`config.mk`:
```
export PLATFORM = sky130hd
export DESIGN_NAME = level_coin_tracker
export DESIGN_NICKNAME = d
export VERILOG_FILES = /design/src/rtl/level_pkg.sv /design/src/rtl/coin_hit_detect.sv /design/src/rtl/level_coin_tracker.sv
export SDC_FILE = /design/constraint.sdc
export NUM_CORES = 1
export LEC_CHECK = 0
export ABC_CLOCK_PERIOD_IN_PS = 3600
export BUFFER_PORTS_ARGS = -buffer_cell sky130_fd_sc_hd__clkbuf_2
export CORE_ASPECT_RATIO = 0.5
export CORE_MARGIN = 2
export CORE_UTILIZATION = 40
export DETAILED_ROUTE_END_ITERATION = 16
export GPL_ROUTABILITY_DRIVEN = 0
export HOLD_SLACK_MARGIN = 0.06
export PLACE_DENSITY_LB_ADDON = 0.08
export REMOVE_ABC_BUFFERS = 1
export SYNTH_ARGS = -nofsm -noshare
export SYNTH_HDL_FRONTEND = slang
export SYNTH_SLANG_ARGS = --single-unit
```
`constraint.sdc`:
```
create_clock -name vga_clock -period 3.6 [get_ports vga_clock]
set_input_delay 0.18 -clock vga_clock [delete_from_list [all_inputs] [get_ports vga_clock]]
set_output_delay 0.18 -clock vga_clock [all_outputs]
set_load 0.05 [all_outputs]
```
`src/rtl/level_pkg.sv`:
```
// Shared tile codes, background geometry and tracker FSM states for the level logic.
package level_pkg;

  localparam int GRID_W          = 17;
  localparam int GRID_H          = 12;
  localparam int BLOCK_WIDTH     = 40;
  localparam int CHARACTER_WIDTH = 42;
  localparam int SCORE_MAX       = 9999;

  localparam logic [7:0] BDR = 8'd0;
  localparam logic [7:0] SKY = 8'd1;
  localparam logic [7:0] BLK = 8'd2;
  localparam logic [7:0] GND = 8'd3;
  localparam logic [7:0] TKN = 8'd4;

  typedef enum logic [1:0] {
    RUN   = 2'd0,
    DRAIN = 2'd1,
    WON   = 2'd2
  } state_t;

  function automatic logic [4:0] popcount16(input logic [15:0] v);
    logic [4:0] c;
    c = '0;
    for (int i = 0; i < 16; i++) c = c + 5'(v[i]);
    return c;
  endfunction

endpackage

```
`src/rtl/coin_hit_detect.sv`:
```
// Strict-overlap test between Mario's box and one coin tile; shared edges are not contact.
module coin_hit_detect
  import level_pkg::*;
#(
  parameter int GRID_COLS = GRID_W,
  parameter int GRID_ROWS = GRID_H,
  parameter int TILE_PX   = BLOCK_WIDTH,
  parameter int MARIO_PX  = CHARACTER_WIDTH
) (
  input  logic [4:0]         coin_x,
  input  logic [4:0]         coin_y,
  input  logic signed [31:0] mario_x,
  input  logic signed [31:0] mario_y,
  output logic               hit
);

  logic signed [31:0] w_left, w_top;

  // Grid columns count right-to-left and rows bottom-to-top.
  assign w_left = (GRID_COLS - 1 - int'(coin_x)) * TILE_PX;
  assign w_top  = (GRID_ROWS - 1 - int'(coin_y)) * TILE_PX;

  assign hit = (mario_x < w_left + TILE_PX) && (mario_x + MARIO_PX > w_left) &&
               (mario_y < w_top  + TILE_PX) && (mario_y + MARIO_PX > w_top);

endmodule

```
`src/rtl/level_coin_tracker.sv`:
```
// Coin collection tracker: touch detection, erase handshake queue, win FSM.
// Define LEVEL_COIN_SCORE_EN to build the saturating score accumulator.
module level_coin_tracker #(
  parameter int         NUM_COINS       = 3,
  parameter int         GRID_W          = level_pkg::GRID_W,
  parameter int         GRID_H          = level_pkg::GRID_H,
  parameter int         BLOCK_WIDTH     = level_pkg::BLOCK_WIDTH,
  parameter int         CHARACTER_WIDTH = level_pkg::CHARACTER_WIDTH,
  parameter logic [7:0] SKY             = level_pkg::SKY,
  parameter int         COIN_VALUE      = 100
) (
  input  logic                       vga_clock,
  input  logic                       reset,
  input  logic                       level_start,
  input  logic [NUM_COINS-1:0][4:0]  coin_x,
  input  logic [NUM_COINS-1:0][4:0]  coin_y,
  input  logic signed [31:0]         mario_x,
  input  logic signed [31:0]         mario_y,
  output logic [NUM_COINS-1:0]       collected,
  output logic [4:0]                 coins_remaining,
  output logic                       erase_valid,
  input  logic                       erase_ready,
  output logic [4:0]                 erase_x,
  output logic [4:0]                 erase_y,
  output logic [7:0]                 erase_tile,
  output logic [15:0]                score,
  output logic                       win
);

  localparam int IDX_W = (NUM_COINS > 1) ? $clog2(NUM_COINS) : 1;

  logic [NUM_COINS-1:0] w_hit, w_accept, w_clear;
  logic [NUM_COINS-1:0] r_col, r_pend;
  logic [4:0]           r_rem, w_acc_cnt;
  logic [IDX_W-1:0]     w_low_idx, w_sel, r_hold_idx;
  logic [4:0]           r_hold_x, r_hold_y;
  logic                 r_hold, w_xfer;
  level_pkg::state_t    r_state, w_next;

  for (genvar g = 0; g < NUM_COINS; g++) begin : g_coin
    coin_hit_detect #(
      .GRID_COLS (GRID_W),
      .GRID_ROWS (GRID_H),
      .TILE_PX   (BLOCK_WIDTH),
      .MARIO_PX  (CHARACTER_WIDTH)
    ) u_hit (
      .coin_x  (coin_x[g]),
      .coin_y  (coin_y[g]),
      .mario_x (mario_x),
      .mario_y (mario_y),
      .hit     (w_hit[g])
    );
  end

  assign w_accept  = w_hit & ~r_col;
  assign w_acc_cnt = level_pkg::popcount16(16'(w_accept));

  always_comb begin
    w_low_idx = '0;
    for (int i = NUM_COINS - 1; i >= 0; i--)
      if (r_pend[i]) w_low_idx = IDX_W'(i);
  end

  // A stalled offer keeps its coin even if a lower-index coin becomes pending.
  assign w_sel       = r_hold ? r_hold_idx : w_low_idx;
  assign erase_valid = |r_pend;
  assign w_xfer      = erase_valid & erase_ready;
  assign erase_tile  = SKY;

  always_comb begin
    w_clear = '0;
    if (w_xfer) w_clear[w_sel] = 1'b1;
  end

  always_comb begin
    erase_x = '0;
    erase_y = '0;
    if (erase_valid) begin
      if (r_hold) begin
        erase_x = r_hold_x;
        erase_y = r_hold_y;
      end else begin
        erase_x = coin_x[w_low_idx];
        erase_y = coin_y[w_low_idx];
      end
    end
  end

  always_ff @(posedge vga_clock or negedge reset) begin
    if (!reset) begin
      r_col      <= '0;
      r_pend     <= '0;
      r_rem      <= 5'(NUM_COINS);
      r_hold     <= 1'b0;
      r_hold_idx <= '0;
      r_hold_x   <= '0;
      r_hold_y   <= '0;
    end else if (level_start) begin
      r_col      <= '0;
      r_pend     <= '0;
      r_rem      <= 5'(NUM_COINS);
      r_hold     <= 1'b0;
    end else begin
      r_col  <= r_col | w_accept;
      r_pend <= (r_pend & ~w_clear) | w_accept;
      r_rem  <= (r_rem > w_acc_cnt) ? r_rem - w_acc_cnt : '0;
      r_hold <= erase_valid & ~erase_ready;
      if (erase_valid && !erase_ready && !r_hold) begin
        r_hold_idx <= w_low_idx;
        r_hold_x   <= coin_x[w_low_idx];
        r_hold_y   <= coin_y[w_low_idx];
      end
    end
  end

  assign collected       = r_col;
  assign coins_remaining = r_rem;

  always_ff @(posedge vga_clock or negedge reset) begin
    if (!reset) r_state <= level_pkg::RUN;
    else        r_state <= w_next;
  end

  always_comb begin
    w_next = r_state;
    if (level_start) w_next = level_pkg::RUN;
    else begin
      case (r_state)
        level_pkg::RUN:   if (r_rem == '0)  w_next = level_pkg::DRAIN;
        level_pkg::DRAIN: if (r_pend == '0) w_next = level_pkg::WON;
        default:          w_next = level_pkg::WON;
      endcase
    end
  end

  always_comb begin
    win = (r_state == level_pkg::WON);
  end

`ifdef LEVEL_COIN_SCORE_EN
  logic [15:0] r_score;
  logic [31:0] w_score_sum;

  assign w_score_sum = 32'(r_score) + 32'(COIN_VALUE) * 32'(w_acc_cnt);

  always_ff @(posedge vga_clock or negedge reset) begin
    if (!reset)           r_score <= '0;
    else if (level_start) r_score <= '0;
    else if (w_score_sum > 32'(level_pkg::SCORE_MAX)) r_score <= 16'(level_pkg::SCORE_MAX);
    else                  r_score <= w_score_sum[15:0];
  end

  assign score = r_score;
`else
  assign score = '0;
`endif

endmodule
```
==> flow_metrics.env <==
export IMPL_run_status="finished, violations left"
export IMPL_violated_checks="negative setup slack"
export IMPL_antenna_cells_inserted=0
export IMPL_syn_avg_cell_area_um2=7.780
export IMPL_clkSlewWorstSetupHoldPaths_ns=0.07
export IMPL_total_negative_slack_for_setup_checks_ns=-26.66
export IMPL_post_route_util=0.5908
export IMPL_aggregate_routed_wire_length_um=52980
export IMPL_vias_per_cell=5.193
export IMPL_finalNetCount=3276
export IMPL_detail_route_wl_per_cell_um=16.50
export IMPL_hold_class="input port to register"
export IMPL_post_synth_inst_count=1948
export IMPL_cap_viol_max_count=0
export IMPL_worst_hold_path_num_cells=2
export IMPL_grt_setup_unrepaired="true"
export IMPL_power_total_mw=5.808
export IMPL_cts_tree="built"
export IMPL_post_synth_top_count_cell="sky130_fd_sc_hd__ha_1"
export IMPL_finalMaxSlewViolations=0
export IMPL_global_route_wire_length_before_repair_um=83240
export IMPL_synthesis_area_um2=15160
export IMPL_worstSetupPathType="input port to register"
export IMPL_fin_hold_ws_ns=0.1487
export IMPL_power_per_cell_area_nw_per_um2=263.2
export IMPL_synth_top_cell_area_share=0.3740
export IMPL_floorplan_die_area_um2=39560
export IMPL_final_min_clock_period_ns=6.625
export IMPL_drcViolationCount=0
export IMPL_ios=142
export IMPL_die_width_um=279.3
export IMPL_worstHoldEndpoint="r_hold"
export IMPL_timing_hold_violations_final=0
export IMPL_fp_row_count=50
export IMPL_arrival_ns=6.76
export IMPL_irDropWorstVdd_v=0.0002427
export IMPL_port_buffers=117
export IMPL_route_vias_total=16670
export IMPL_flops_latches_synth=26
export IMPL_worst_slew_margin_rel=0.4000
export IMPL_timing_reg2reg_setup_slack_ns=1.47
export IMPL_grt_antenna_before_repair=1
export IMPL_starting_density_of_the_core=0.4058
export IMPL_cts_buffers=3
export IMPL_crit_path_end_kind="register"
export IMPL_crit_fanout=4
export IMPL_ctsLongestPathBuffers=2
export IMPL_worst_path_max_stage_delay_ns=0.49
export IMPL_r2r_cells=11
export IMPL_transition_time_of_the_tightest_slew_check_pin_ns=0.8981
export IMPL_floorplan_die_height_um=141.6
export IMPL_via_count_of_the_first_global_routing_pass=16110
export IMPL_critical_path_startpoint_type="input port"
export IMPL_cts_root_buf="sky130_fd_sc_hd__clkbuf_16"
export IMPL_detailedRoute_firstPassIterationCount=5
export IMPL_achievable_frequency_ghz=0.1509
export IMPL_synth_distinct_cells=76
export IMPL_timing_rr_start="collected[1]"
export IMPL_synth_edf_count=0
export IMPL_coreArea_um2=37350
export IMPL_final_antenna_net_count=0
export IMPL_synthTopCellsByArea="sky130_fd_sc_hd__ha_1 (37%), sky130_fd_sc_hd__xnor2_1 (8.1%), sky130_fd_sc_hd__a21oi_1 (5.0%)"
export IMPL_cellLeakagePower_nw=11.40
export IMPL_ctsHtreeMaxLevel=1
export IMPL_post_route_cells_drive_above_1_share=0.3439
export IMPL_cts_sinks=26
export IMPL_synth_largest_area_cell="sky130_fd_sc_hd__ha_1"
export IMPL_layout_setup_ws_ns=-3.025
export IMPL_fin_crit_share=1.840
export IMPL_grt_start_max_net_pins=27
export IMPL_place_detailed_hpwl_um=46950
export IMPL_grt_util_all_layers=0.2633
export IMPL_synth_yosys_warnings=0
export IMPL_min_delay_start="erase_ready"
export IMPL_r2r_end="coins_remaining[2]"
export IMPL_gr_total_overflow=0
export IMPL_synth_top_cells_by_count="sky130_fd_sc_hd__ha_1 (453), sky130_fd_sc_hd__nand2_1 (181), sky130_fd_sc_hd__a21oi_1 (150), sky130_fd_sc_hd__xnor2_1 (140), sky130_fd_sc_hd__inv_1 (138)"
export IMPL_ys_seq_area_frac=0.04309
export IMPL_synthArstFlopShare=1.000
export IMPL_clock_skew_ns=0.004265
export IMPL_synthFlopType="sky130_fd_sc_hd__dfrtp_1"
export IMPL_insertion_delay_ns=0.27
export IMPL_areaGrowthSynthToFinish_pct=45.59
export IMPL_critPathSlowestCell="sky130_fd_sc_hd__fa_2"
export IMPL_finalSetupViolCount=11
export IMPL_timing_critical_path_required_ns=3.74
export IMPL_dr_iter_0_viols=753
[worst max path at each step]
| stage | cells past startpoint | slack [ns] | startpoint | endpoint |
|---|---|---|---|---|
| after floorplan | 28 | -3.47 | coin_x[11] | coins_remaining[4] |
| after global placement | 29 | -3.70 | coin_x[10] | coins_remaining[4] |
| after detailed placement | 31 | -3.75 | coin_y[7] | coins_remaining[4] |
| after CTS | 32 | -2.92 | coin_x[11] | coins_remaining[4] |
| after global routing | 33 | -3.33 | coin_x[10] | coins_remaining[4] |
| final | 33 | -3.02 | coin_x[10] | coins_remaining[4] |
[per-layer routing]
metal  part of all wire  routed length [um]  global-route usage
met5                  0                   0                   0
met4              0.017                 886             0.03962
met3              0.035                1873             0.01844
met2               0.46               24620              0.4656
met1               0.48               25600              0.3583
[repair_timing]
item	CTS	global route
setup buffers	26	6
hold buffers	1	0
pin swaps	63	37
hold endpoints to repair	24	0
endpoints found under the setup margin	11	11
gates resized for setup	108	36
[where the power goes]
group | internal (mW) | total (mW) | switching (mW)
Combinational | 2.49 | 5.07 | 2.58
Sequential | 0.390 | 0.461 | 0.0716
Clock | 0.171 | 0.278 | 0.107
[worst max-delay path, delay by kind of cell]
kind            cells  cell delay (ns)
simple gates       12             2.08
fa+ha+maj           8             2.28
compound gates      7             1.46
buf+inv             3             0.33
xor+xnor            3             0.43
[registers in the layout, indices dropped and copies added (netlist names)]
name	cells
coins_remaining	5
r_hold_x	5
r_hold_y	5
collected	3
r_pend	3
r_hold_idx	2
r_state	2
r_hold	1
[metrics by stage]
step	cell area, um^2	std cells	worst slack [ns]
after floorplan	14960	1922	-3.472
after global placement	21000	3173	-3.696
after detailed placement	21000	3173	-3.751
after CTS	21820	3204	-2.923
after global routing	22060	3210	-3.333
final	22060	3210	-3.025
[cells by family after synthesis]
group,Yosys count,synth area share
multiplexers,27,0.01890
flip-flops,26,0.04309
XOR/XNOR,204,0.1216
AO/OA/AOI/OAI,398,0.1617
other,2,0.0004955
AND/OR/NAND/NOR,644,0.2168
adder cells (fa/ha/maj),461,0.3845
buffers and inverters,186,0.05284
[layout by cell type, fill, tap and decap left out, types with 56 or more instances in the layout]
cell type	n
sky130_fd_sc_hd__nand3_1	68
sky130_fd_sc_hd__a21o_1	57
sky130_fd_sc_hd__ha_1	436
sky130_fd_sc_hd__nand4_1	72
sky130_fd_sc_hd__clkbuf_2	113
sky130_fd_sc_hd__inv_1	133
sky130_fd_sc_hd__buf_4	667
sky130_fd_sc_hd__a21oi_1	143
sky130_fd_sc_hd__o21ai_0	76
sky130_fd_sc_hd__xor2_1	56
sky130_fd_sc_hd__xnor2_1	138
sky130_fd_sc_hd__nor2_1	120
sky130_fd_sc_hd__nand2_1	171
[layout make-up]
| class | count | area, um^2 |
|---|---|---|
| fillers | 3500 | 15280 |
| multi-input cells | 1758 | 14430 |
| repair buffers | 790 | 5741 |
| flip-flops and latches | 26 | 653.1 |
| well taps | 494 | 618.1 |
| inverters | 138 | 538.0 |
| clock buffers | 4 | 88.84 |
Power figures use the tool's default switching activity.
